### config.mk
export PLATFORM = sky130hd
export DESIGN_NAME = wb_tag_arb_rr
export DESIGN_NICKNAME = d
export VERILOG_FILES = /design/src/rtl/wb_tag_arb_rr.sv
export SDC_FILE = /design/constraint.sdc
export NUM_CORES = 1
export LEC_CHECK = 0
export CAP_MARGIN = 20
export CELL_PAD_IN_SITES_DETAIL_PLACEMENT = 1
export CELL_PAD_IN_SITES_GLOBAL_PLACEMENT = 1
export CORE_AREA = 2 2 39 41
export CTS_BUF_LIST = sky130_fd_sc_hd__clkbuf_8 sky130_fd_sc_hd__clkbuf_16
export DETAILED_ROUTE_END_ITERATION = 7
export DIE_AREA = 0 0 41 43
export PLACE_DENSITY = 0.57
export REMOVE_ABC_BUFFERS = 1
export SETUP_SLACK_MARGIN = 0.4
export SLEW_MARGIN = 20
export SYNTH_ARGS = -nofsm -noshare
export SYNTH_HDL_FRONTEND = slang
export SYNTH_SLANG_ARGS = --single-unit
### constraint.sdc
create_clock -name clock -period 1.1 [get_ports clock]
set_input_delay 0.22 -clock clock [delete_from_list [all_inputs] [get_ports clock]]
set_output_delay 0.22 -clock clock [all_outputs]
set_load 0.02 [all_outputs]
### src/rtl/wb_tag_arb_rr.sv
// wb_tag_arb_rr -- round-robin Wishbone bus arbiter with per-initiator
// lock (cyc) hold and an optional stalled-grant watchdog.
//
// Parameters:
//   N_REQ          number of requesting initiators (1..16)
//   TIMEOUT_CYCLES stalled-grant cycles before a forced release (>=2)
//
// Ports:
//   clock        single clock, all state updates on its rising edge
//   reset        synchronous active-high reset
//   req          per-initiator cyc&&stb request
//   lock         per-initiator cyc; keeps the grant across beats
//   ack, err     target acknowledge / error (only used by the watchdog)
//   gnt          registered one-hot grant
//   gnt_id       index of the granted initiator (holds its value in IDLE)
//   gnt_valid    high while a grant is held; qualifies gnt_id
//   timeout_err  one-cycle pulse on a watchdog forced release
//
// Build option: define WB_TAG_ARB_TIMEOUT_EN to build the stall watchdog.
// Without it no counter exists, timeout_err is tied low and a locked grant
// is held for as long as the initiator keeps lock high.

module wb_tag_arb_rr #(
  parameter int N_REQ          = 2,
  parameter int TIMEOUT_CYCLES = 255,
  localparam int ID_W          = (N_REQ > 1) ? $clog2(N_REQ) : 1
) (
  input  logic             clock,
  input  logic             reset,
  input  logic [N_REQ-1:0] req,
  input  logic [N_REQ-1:0] lock,
  input  logic             ack,
  input  logic             err,
  output logic [N_REQ-1:0] gnt,
  output logic [ID_W-1:0]  gnt_id,
  output logic             gnt_valid,
  output logic             timeout_err
);

  typedef enum logic {IDLE = 1'b0, GRANT = 1'b1} state_t;

  state_t           state_reg, state_next;
  logic [N_REQ-1:0] gnt_reg, gnt_next;
  logic [ID_W-1:0]  gnt_id_reg, gnt_id_next;
  logic [ID_W-1:0]  last_id_reg, last_id_next;

  logic             lock_cur;
  logic             req_cur;
  logic             tmo_fire;

  // gnt_reg is one-hot while granted, so masking avoids a variable index.
  assign lock_cur = |(lock & gnt_reg);
  assign req_cur  = |(req & gnt_reg);

  // Round-robin pick: requests strictly above last_id take precedence
  // (lowest such index wins); if none, wrap and take the lowest request.
  logic [N_REQ-1:0] above_mask;
  logic [N_REQ-1:0] req_hi;
  logic [N_REQ:0]   lower_hi;
  logic [N_REQ:0]   lower_all;
  logic [N_REQ-1:0] pick_hi;
  logic [N_REQ-1:0] pick_all;
  logic [N_REQ-1:0] win_onehot;
  logic [ID_W-1:0]  id_acc [N_REQ+1];
  logic [ID_W-1:0]  win_id;

  assign lower_hi[0]  = 1'b0;
  assign lower_all[0] = 1'b0;
  assign id_acc[0]    = '0;

  for (genvar gi = 0; gi < N_REQ; gi++) begin : g_pick
    assign above_mask[gi]  = (ID_W'(gi) > last_id_reg);
    assign req_hi[gi]      = req[gi] & above_mask[gi];
    assign lower_hi[gi+1]  = lower_hi[gi] | req_hi[gi];
    assign lower_all[gi+1] = lower_all[gi] | req[gi];
    assign pick_hi[gi]     = req_hi[gi] & ~lower_hi[gi];
    assign pick_all[gi]    = req[gi] & ~lower_all[gi];
    assign id_acc[gi+1]    = id_acc[gi] | (win_onehot[gi] ? ID_W'(gi) : '0);
  end

  assign win_onehot = lower_hi[N_REQ] ? pick_hi : pick_all;
  assign win_id     = id_acc[N_REQ];

  // Next-state logic. Leaving GRANT always lands in IDLE for at least one
  // cycle, which gives the mandatory gap between consecutive grants.
  always_comb begin
    state_next   = state_reg;
    gnt_next     = gnt_reg;
    gnt_id_next  = gnt_id_reg;
    last_id_next = last_id_reg;
    case (state_reg)
      IDLE: begin
        if (|req) begin
          state_next   = GRANT;
          gnt_next     = win_onehot;
          gnt_id_next  = win_id;
          last_id_next = win_id;
        end
      end
      GRANT: begin
        if (tmo_fire || !lock_cur) begin
          state_next = IDLE;
          gnt_next   = '0;
        end
      end
      default: begin
        state_next = IDLE;
        gnt_next   = '0;
      end
    endcase
  end

  always_ff @(posedge clock) begin
    if (reset) begin
      state_reg   <= IDLE;
      gnt_reg     <= '0;
      gnt_id_reg  <= '0;
      last_id_reg <= ID_W'(N_REQ - 1);  // initiator 0 first after reset
    end else begin
      state_reg   <= state_next;
      gnt_reg     <= gnt_next;
      gnt_id_reg  <= gnt_id_next;
      last_id_reg <= last_id_next;
    end
  end

  assign gnt       = gnt_reg;
  assign gnt_id    = gnt_id_reg;
  assign gnt_valid = (state_reg == GRANT);

`ifdef WB_TAG_ARB_TIMEOUT_EN
  localparam int CNT_W = $clog2(TIMEOUT_CYCLES + 1);

  logic [CNT_W-1:0] stall_cnt_reg, stall_cnt_next;
  logic             timeout_err_reg;
  logic             stalled;

  // A cycle counts as stalled only while the owner still requests and the
  // target has answered with neither ack nor err; ack/err on the final
  // count therefore pre-empts the release.
  assign stalled  = (state_reg == GRANT) && req_cur && !ack && !err;
  assign tmo_fire = stalled && (stall_cnt_reg == CNT_W'(TIMEOUT_CYCLES - 1));

  always_comb begin
    stall_cnt_next = stall_cnt_reg;
    if (state_reg == IDLE) begin
      stall_cnt_next = '0;             // guarantees a clean count on entry
    end else if (ack || err || tmo_fire) begin
      stall_cnt_next = '0;
    end else if (req_cur) begin
      stall_cnt_next = stall_cnt_reg + CNT_W'(1);
    end
  end

  always_ff @(posedge clock) begin
    if (reset) begin
      stall_cnt_reg   <= '0;
      timeout_err_reg <= 1'b0;
    end else begin
      stall_cnt_reg   <= stall_cnt_next;
      timeout_err_reg <= tmo_fire;
    end
  end

  assign timeout_err = timeout_err_reg;
`else
  assign tmo_fire    = 1'b0;
  assign timeout_err = 1'b0;

  // ack/err and the owner's req only matter to the watchdog.
  logic unused_tmo_sigs;
  assign unused_tmo_sigs = ^{ack, err, req_cur, (TIMEOUT_CYCLES > 1)};
`endif

endmodule

==> impl_metrics.ini <==
[finish]
stdcell_area_sq_um = 469
largest_register_ffs = 2
nets = 54
fill_cells = 163
layout-drive-gt1-share_pct = 51.1
stdcell_count = 61
area_growth_pct = 105
fin_util_pct = 33.9
n_antenna_cell = 0

[cts]
clock_path_buffers = 2
numCtsBuffers = 3
clk_pin_slew_ps = 40
cts_tree = built
insertion_delay_ps = 220
htree_levels = 1
cts.sinks = 5
root_buffer = clkbuf_8

[yosys]
yosys.area.top_type = dfxtp_1
synthMuxAreaShare_pct = 0
synth_enable_flop_cells = 0
synth.most_common_cell = dfxtp_1
synth-seq-area-share_pct = 43.7
yosys.area_share.simple_pct = 21.3
synth_top_family_by_area = compound AO/OA/AOI/OAI gates
synth_warnings = 0
synthTopCellsByCount = dfxtp_1 (5), nor3_1 (3), nand2_1 (2)
synth_cells = 26
ys_seq_elements = 5
ys_async_sr_fraction_pct = 0
yosysUniqueCellTypes = 19
synthXorXnorAreaFrac_pct = 0
synthFlopType = dfxtp_1
synth_area_per_cell_sq_um = 8.81
synthAdderAreaFrac_pct = 0
syn_area_sq_um = 229
synth_top_area_share_pct = 43.7
synthTopCellsByArea = dfxtp_1 (44%), nor3_1 (6.6%), a41o_1 (4.4%)
synth-compound-area-share_pct = 26.8

[critical_path]
r2r-end = gnt[1]$_SDFFE_PP0P_
r2r_cells = 4
cp_max_fo = 5
endpoint_kind = flip-flop
crit_family = compound AO/OA/AOI/OAI gates
start_kind = flip-flop
worstReg2RegStart = gnt_valid$_SDFF_PP0_
crit_buf_inv = 1
required_ps = 1240
crit_arrival_ps = 1110
crit_type = reg -> reg
crit_path_top_delay_cell = dfxtp_2
crit_chain = buf_6, nand2b_4, a21o_1, o22ai_1
r2r_slack_ps = 130
cpPeakStageDelay_ps = 310

[pwr]
leakage_uw = 0.000216
power.density_nw_per_um2 = 1510
ir_drop_mv = 0.443

[floorplan]
die_h_um = 43
ios = 13
coreArea_sq_um = 1380
die_x_um = 41
row_count = 14
dieArea_sq_um = 1760
initial_utilization_pct = 16.5

[route]
ant_nets = 0
drt-total-wl_um = 649
drc = 0
via_per_inst = 4.36
wl_per_cell_um = 10.6
vias = 266
drt_first_pass_iters = 1
drt-initial-drc-count = 0

[timing]
hold_viol = 0
period_share_pct = 88.0
drv_slew = 0
whs_ps = 460
setup_viol = 0
grt_setup_unrepaired = yes
final.setup.tns_ps = 0
fmax_ghz = 1.03
min_period_ps = 969
fin_skew_ps = 1.06

[global_route]
grt_pass1_vias = 261
antenna_found_initial = 0
grtUsageTotal_pct = 9.46
grt_max_degree = 6
grt_overflow_total = 0
grt_pass1_wl_um = 1100

[min_path]
hold_path_startpoint = gnt_id$_SDFFE_PP0P_
hold_depth = 2
hold-path-endpoint = gnt_id$_SDFFE_PP0P_
hold_path_class = reg -> reg

[place]
hpwlAfterDp_um = 485
gp_congestion = 0.766
io_buffers = 9
dpl.cell_count = 56
placed_area_sq_um = 377

[run_status]
run_status = completed

[flow_run]
max_cap_violations = 0
==> through the flow <==
stage | total power [uW] | setup slack, ps
floorplan | 273 | 17.5
global placement | 353 | -182
CTS | 710 | 109
detailed placement | 356 | -182
finish | 707 | 131
global route | 755 | 89.6
==> how the worst max path moves through the flow <==
stage,start,end,slack (ps),cells past startpoint
finish,gnt_valid$_SDFF_PP0_,gnt[1]$_SDFFE_PP0P_,130,4
global route,gnt_valid$_SDFF_PP0_,gnt[1]$_SDFFE_PP0P_,90,4
CTS,gnt_valid$_SDFF_PP0_,gnt[1]$_SDFFE_PP0P_,110,4
detailed placement,lock[0],gnt[1]$_SDFFE_PP0P_,-180,3
global placement,lock[1],gnt[0]$_SDFFE_PP0P_,-180,3
floorplan,gnt_valid$_SDFF_PP0_,gnt[0]$_SDFFE_PP0P_,20,3
==> logic make-up (layout without fill, tap and decap cells) <==
group / count (synthesis) / after routing
compound gates: 8 / 8
buf+inv: 3 / 22
flops: 5 / 5
other cells: 1 / 1
simple gates: 9 / 9
==> final cells by class <==
type / count / area, sq um / area share (%)
multi-input combinational: 18 / 144 / 30.7
tap: 16 / 20.0 / 4.27
clock buffer: 3 / 41.3 / 8.80
inverter: 2 / 7.51 / 1.60
sequential: 5 / 105 / 22.4
timing repair buffer: 16 / 148 / 31.5
clock inverter: 1 / 3.75 / 0.800
==> power by group <==
part	leakage, uW	internal (uW)	switching, uW
clock network	0.0000269	239	86.2
logic	0.000147	91.6	75.7
registers	0.0000427	202	12.8
==> timing repair <==
item                                    CTS  global route
buffers inserted                          0             1
pin swaps                                 4             3
hold buffers                              0             0
endpoints found under the setup margin    9             9
resized for setup                        33             4
==> worst min-delay path, delay by kind of cell, from the launching register on <==
kind               cells  cell delay, ps
and+or+nand+nor        1              50
AOI/OAI and AO/OA      1              50
DFF                    1             310
==> layout by cell type (no fill, tap or decap), types with 2 or more instances in the layout <==
cell type / count
nand2_1: 2
inv_1: 2
buf_6: 6
dlygate4sd2_1: 4
dfxtp_2: 4
clkbuf_8: 3
nor3_1: 2
buf_4: 4
==> metal layers <==
layer  GRT usage, %  vias up  share of wire, %
li1               -      130                 -
met1           12.6      127                44
met2           12.5        9                46
met3           1.57        0               9.2
met4           8.00        0                 0
met5              0        -                 0
Note: power is estimated with default switching activity, not from simulation.
